[config.mk]
export PLATFORM = sky130hd
export DESIGN_NAME = dmg_timer_ctrl
export DESIGN_NICKNAME = d
export VERILOG_FILES = /design/src/rtl/dmg_timer_pkg.sv /design/src/rtl/dmg_timer_tick.sv /design/src/rtl/dmg_timer_ctrl.sv
export SDC_FILE = /design/constraint.sdc
export NUM_CORES = 1
export LEC_CHECK = 0
export BUFFER_PORTS_ARGS = -buffer_cell sky130_fd_sc_hd__buf_2
export CORE_AREA = 2 2 63 65
export CTS_CLUSTER_SIZE = 16
export DETAILED_ROUTE_END_ITERATION = 10
export DIE_AREA = 0 0 65 67
export PLACE_DENSITY = 0.74
export SLEW_MARGIN = 20
export SYNTH_ARGS = -nofsm -noshare
export SYNTH_HDL_FRONTEND = slang
export SYNTH_SLANG_ARGS = --single-unit
[constraint.sdc]
create_clock -name clk -period 3.2 [get_ports clk]
set_clock_uncertainty 0.15 [all_clocks]
set_input_delay 0.64 -clock clk [delete_from_list [all_inputs] [get_ports clk]]
set_output_delay 0.64 -clock clk [all_outputs]
set_load 0.1 [all_outputs]
[src/rtl/dmg_timer_pkg.sv]
// Shared definitions for the TIMA/TMA/TAC timer block: FSM states,
// register offsets within FF04-FF07 and the TAC divider-tap table.
package dmg_timer_pkg;

  typedef enum logic [1:0] {
    IDLE   = 2'd0,
    OVF    = 2'd1,
    RELOAD = 2'd2
  } timer_state_e;

  localparam logic [1:0] TIMA_ADDR = 2'd1;
  localparam logic [1:0] TMA_ADDR  = 2'd2;
  localparam logic [1:0] TAC_ADDR  = 2'd3;

  // Divider bit per tac[1:0], entry 0 in the low three bits: {5, 3, 1, 7}.
  localparam logic [11:0] TAP_TABLE = {3'd5, 3'd3, 3'd1, 3'd7};

  function automatic logic [2:0] tap_index(input logic [1:0] tac_sel);
    logic [2:0] idx;
    case (tac_sel)
      2'b00:   idx = TAP_TABLE[2:0];
      2'b01:   idx = TAP_TABLE[5:3];
      2'b10:   idx = TAP_TABLE[8:6];
      2'b11:   idx = TAP_TABLE[11:9];
      default: idx = TAP_TABLE[2:0];
    endcase
    return idx;
  endfunction

endpackage

[src/rtl/dmg_timer_tick.sv]
// Divider tap select and falling-edge detector; tick is high in the cycle
// after the gated tap was high and is now low (TAC writes and divider clears included).
module dmg_timer_tick
  import dmg_timer_pkg::*;
(
  input  logic       clk,
  input  logic       nreset,
  input  logic [7:0] div_m,
  input  logic [2:0] tac,
  output logic       tick
);

  logic gate_d;
  logic gate_q;

  // Gated tap: enable bit AND the divider bit chosen by the rate field
  always_comb begin
    gate_d = tac[2] & div_m[tap_index(tac[1:0])];
  end

  // Previous gate value for edge detection
  always_ff @(posedge clk or negedge nreset) begin
    if (!nreset) begin
      gate_q <= 1'b0;
    end else begin
      gate_q <= gate_d;
    end
  end

  assign tick = gate_q & ~gate_d;

endmodule

[src/rtl/dmg_timer_ctrl.sv]
// TIMA/TMA/TAC register file with the overflow -> delayed reload -> IRQ
// sequencer and the CPU read mux for FF05-FF07.
module dmg_timer_ctrl
  import dmg_timer_pkg::*;
#(
  parameter logic [7:0] TMA_RESET  = 8'h00,
  parameter logic [7:0] TIMA_RESET = 8'h00
) (
  input  logic       clk,
  input  logic       nreset,
  input  logic [7:0] div_m,
  input  logic       sel,
  input  logic [1:0] addr,
  input  logic       wr,
  input  logic       rd,
  input  logic [7:0] wdata,
  output logic [7:0] rdata,
  output logic       oe,
  output logic       irq_tima
);

  logic [7:0]   tima_d, tima_q;
  logic [7:0]   tma_d, tma_q;
  logic [2:0]   tac_d, tac_q;
  timer_state_e state_d, state_q;
  logic         irq_d, irq_q;
  logic         tick_s;
  logic         wr_tima_s, wr_tma_s, wr_tac_s;
  logic [7:0]   rdata_s;

  dmg_timer_tick u_tick (
    .clk    (clk),
    .nreset (nreset),
    .div_m  (div_m),
    .tac    (tac_q),
    .tick   (tick_s)
  );

  assign wr_tima_s = sel & wr & (addr == TIMA_ADDR);
  assign wr_tma_s  = sel & wr & (addr == TMA_ADDR);
  assign wr_tac_s  = sel & wr & (addr == TAC_ADDR);

  // Register updates and overflow sequencing
  always_comb begin
    tima_d  = tima_q;
    state_d = state_q;
    irq_d   = 1'b0;
    if (wr_tma_s) tma_d = wdata;
    else          tma_d = tma_q;
    if (wr_tac_s) tac_d = wdata[2:0];
    else          tac_d = tac_q;
    case (state_q)
      IDLE: begin
        if (wr_tima_s) begin
          tima_d = wdata;
        end else if (tick_s) begin
          if (tima_q == 8'hFF) begin
            tima_d  = 8'h00;
            state_d = OVF;
          end else begin
            tima_d  = tima_q + 8'd1;
          end
        end else begin
          tima_d = tima_q;
        end
      end
      OVF: begin
        // A CPU write during the zero cycle cancels the reload and the IRQ;
        // otherwise the reload (with any TMA written this cycle) wins over a tick.
        if (wr_tima_s) begin
          tima_d  = wdata;
          state_d = IDLE;
        end else begin
          tima_d  = tma_d;
          state_d = RELOAD;
          irq_d   = 1'b1;
        end
      end
      RELOAD: begin
        // TIMA tracks TMA here: TIMA writes and ticks are dropped.
        if (wr_tma_s) tima_d = wdata;
        else          tima_d = tima_q;
        state_d = IDLE;
      end
      default: begin
        tima_d  = tima_q;
        state_d = IDLE;
      end
    endcase
  end

  // State registers
  always_ff @(posedge clk or negedge nreset) begin
    if (!nreset) begin
      tima_q  <= TIMA_RESET;
      tma_q   <= TMA_RESET;
      tac_q   <= 3'b000;
      state_q <= IDLE;
      irq_q   <= 1'b0;
    end else begin
      tima_q  <= tima_d;
      tma_q   <= tma_d;
      tac_q   <= tac_d;
      state_q <= state_d;
      irq_q   <= irq_d;
    end
  end

  assign oe = sel & rd & (addr != 2'd0);

  // CPU read mux; the bus idles high
  always_comb begin
    rdata_s = 8'hFF;
    if (oe) begin
      case (addr)
        TIMA_ADDR: rdata_s = tima_q;
        TMA_ADDR:  rdata_s = tma_q;
        TAC_ADDR:  rdata_s = {5'b11111, tac_q};
        default:   rdata_s = 8'hFF;
      endcase
    end else begin
      rdata_s = 8'hFF;
    end
  end

  assign rdata    = rdata_s;
  assign irq_tima = irq_q;

endmodule
==> flow_metrics.env <==
export IMPL_power_density_nw_per_um2=586
export IMPL_setup_tns_ns=0
export IMPL_wl_per_cell_microns=16.4
export IMPL_placement_rows=22
export IMPL_synth_ff_type="dfrtp_1"
export IMPL_place_inst=252
export IMPL_synthCells=186
export IMPL_synth_edff_count=0
export IMPL_maxSlewHeadroom_pct=62.4
export IMPL_slew_violations=0
export IMPL_status="finished clean"
export IMPL_antenna_found_initial=0
export IMPL_post_route_period_util_pct=86.8
export IMPL_area_sequential_sq_um=576
export IMPL_finalNetCount=239
export IMPL_period_minus_slack_ns=2.78
export IMPL_drv_cap=0
export IMPL_cp_arrival_ns=1.99
export IMPL_cp_start_kind="primary input"
export IMPL_globalplace_congestion=0.878
export IMPL_drive_gt1_share_pct=30.3
export IMPL_postCtsHoldBufs=0
export IMPL_synth_top_area_cell="dfrtp_1"
export IMPL_switching_share_pct=42.6
export IMPL_crit_start="addr[1]"
export IMPL_grtUsageTotal_pct=20.5
export IMPL_h_tree_depth=1
export IMPL_clkTransAtPathRegs_ns=0.09
export IMPL_p_switching_mw=0.490
export IMPL_fillCellCount=339
export IMPL_grt_overflow_total=0
export IMPL_syn_area_per_cell_sq_um=9.46
export IMPL_holdCritPathClass="in -> async"
export IMPL_pwr_share_clk_pct=16.4
export IMPL_rrSetupSlack_ns=0.99
export IMPL_yosysTopAreaCellShare_pct=32.7
export IMPL_p_leak_nw=0.855
export IMPL_syn_area_sq_um=1760
export IMPL_rsz0062_at_grt="false"
export IMPL_clock_sinks=23
export IMPL_irDropWorstVdd_mv=0.379
export IMPL_cp_max_fo=10
export IMPL_critPathKind="in -> out"
export IMPL_first_iter_violations=93
export IMPL_wl_mm=4.20
export IMPL_hold_violations=0
export IMPL_io_pins=33
export IMPL_vias=1549
export IMPL_crit_path_end_kind="output port"
export IMPL_p_int_mw=0.660
export IMPL_worstMarginPinSlew_ns=0.564
export IMPL_yosysSeqAreaShare_pct=32.7
export IMPL_insertion_delay_ns=0.27
export IMPL_grt_pass1_vias=1511
export IMPL_drtAntennaViolNets=0
export IMPL_portBuffers=28
export IMPL_dr_pass1_iters=5
export IMPL_r2r_cells=7
export IMPL_grt_max_degree=24
export IMPL_cts_tree="done"
export IMPL_initial_core_util_pct=48.8
export IMPL_critPathRequiredTime_ns=2.41
export IMPL_ys_warn_count=0
export IMPL_p_comb_share_pct=42.1
export IMPL_rr_endpoint="tima_q[3]$_DFFE_PN0P_"
export IMPL_cts_repair_resized=0
export IMPL_synth_nets=216
export IMPL_setup_worst_path_end="rdata[4]"
export IMPL_ys_types=47
export IMPL_grt_pass1_wl_mm=6.99
export IMPL_layout_cells_non_filler=256
export IMPL_area_delta_synth_final_pct=11.5
export IMPL_die_area_sq_um=4360
export IMPL_antennaDiodeCount=0
export IMPL_core_area_sq_um=3610
export IMPL_multi_input_area_sq_um=1090
export IMPL_cts_root_buf="clkbuf_8"
export IMPL_async_flop_share_pct=100
export IMPL_yosys_top_cells_area="dfrtp_1 (33%), mux2_2 (9.0%), ha_1 (5.0%)"
export IMPL_drc_errors=0
export IMPL_r2r_start="state_q[0]$_DFFE_PN0P_"
export IMPL_p_seq_share_pct=41.5
export IMPL_cts_made_buffers=3
export IMPL_setup_viol=0
export IMPL_dpl_hpwl_mm=3.07
export IMPL_yosys_register_bits=23
export IMPL_postCtsSetupBuffers=0
export IMPL_clk_path_buf_depth=2
export IMPL_die_h_microns=67
export IMPL_clock_fmax_mhz=360
export IMPL_vias_per_cell=6.05
export IMPL_die_w_microns=65
flip-flops by register name (all words and copies together) (netlist names):
| register | flops |
|---|---|
| tac_q | 3 |
| state_q | 2 |
| u_tick.gate_q | 1 |
| irq_tima | 1 |
| tima_q | 8 |
| tma_q | 8 |
cell usage in the layout (no fill, tap or decap), drive strengths merged, types with 2 or more instances in the layout:
master,n
nand2,24
and2,2
o21ai,10
a22o,2
xor2,2
a31oi,7
o32ai,2
and3,3
mux2,16
dfrtp,23
a221oi,2
o21a,3
o22ai,6
o31ai,3
nand4b,2
nor3,4
nand2b,3
a21oi,7
inv,12
o221ai,3
a21bo,2
ha,7
clkbuf,3
nor2,7
nand4,4
buf,28
nand3,4
mux2i,5
cells by family (layout without fill, tap and decap cells):
| kind of cell | after synthesis | in the layout | share of synthesized area (%) |
|---|---|---|---|
| AO/OA/AOI/OAI | 54 | 54 | 23.3 |
| XOR/XNOR | 3 | 3 | 1.92 |
| adder cells (fa/ha/maj) | 7 | 7 | 4.98 |
| buffers and inverters | 22 | 44 | 6.12 |
| flip-flops | 23 | 23 | 32.7 |
| multiplexers | 21 | 21 | 13.1 |
| AND/OR/NAND/NOR | 56 | 56 | 17.9 |
worst min-delay path by stage:
stage / startpoint / to / slack [ns] / cells past startpoint
2_1_floorplan: nreset / irq_tima$_DFF_PN0_ / 0.19 / 0
6_report: nreset / tima_q[6]$_DFFE_PN0P_ / 0.19 / 1
4_1_cts: nreset / tima_q[6]$_DFFE_PN0P_ / 0.21 / 1
5_1_grt: nreset / tima_q[6]$_DFFE_PN0P_ / 0.22 / 1
3_3_place_gp: tima_q[6]$_DFFE_PN0P_ / tima_q[6]$_DFFE_PN0P_ / 0.37 / 2
3_5_place_dp: tma_q[1]$_DFF_PN0_ / tma_q[1]$_DFF_PN0_ / 0.37 / 1
cells in the mapped netlist (all sizes together) (2+ instances only):
cell / number
o22ai: 6
and3: 3
a221oi: 2
nor3: 4
o21ai: 10
a22o: 2
mux2i: 5
o32ai: 2
o31ai: 3
dfrtp: 23
mux2: 16
o21a: 3
nand2: 24
nand4b: 2
a21bo: 2
and2: 2
nor2: 7
ha: 7
a21oi: 7
xor2: 2
nand2b: 3
a31oi: 7
inv: 12
buf: 5
clkbuf: 5
o221ai: 3
nand4: 4
nand3: 4
layer usage:
layer / up-vias / global-route usage, % / part of all wire [%]
met4: 0 / 7.18 / 0.79
met2: 51 / 36.5 / 52
met5: - / 0 / 0
li1: 729 / - / -
met1: 763 / 25.5 / 43
met3: 6 / 2.53 / 3.9
stage by stage:
step	hold slack (ns)	total power [mW]	setup WS (ns)	cell area [sq um]	utilization, %
6_report	0.194	1.15	0.422	1960	54.4
5_1_grt	0.224	1.22	0.329	1960	54.4
4_1_cts	0.206	1.14	0.411	1960	54.4
3_5_place_dp	0.371	0.957	0.411	1920	53.1
3_3_place_gp	0.366	0.939	0.428	1920	53.1
2_1_floorplan	0.194	0.853	0.179	1780	-
final cells by class:
| class | count | share of cell area, % |
|---|---|---|
| clock buffer | 3 | 2.10 |
| inverter | 12 | 2.30 |
| multi-input combinational | 141 | 55.8 |
| timing repair buffer | 28 | 7.14 |
| tap | 48 | 3.06 |
| clock inverter | 1 | 0.255 |
| sequential | 23 | 29.3 |
power groups by stage:
stage	Combinational, mW	Sequential, mW	Clock (mW)
6_report	0.484	0.477	0.188
5_1_grt	0.529	0.489	0.203
4_1_cts	0.482	0.471	0.190
3_5_place_dp	0.480	0.477	0
3_3_place_gp	0.466	0.474	0
2_1_floorplan	0.402	0.452	0
worst max-delay path: stages:
cell      delay (ns)
buf_2           0.20
nand2b_1        0.49
o22ai_1         0.15
nand2_1         0.08
buf_2           0.42
Note: power is estimated with default switching activity, not from simulation.
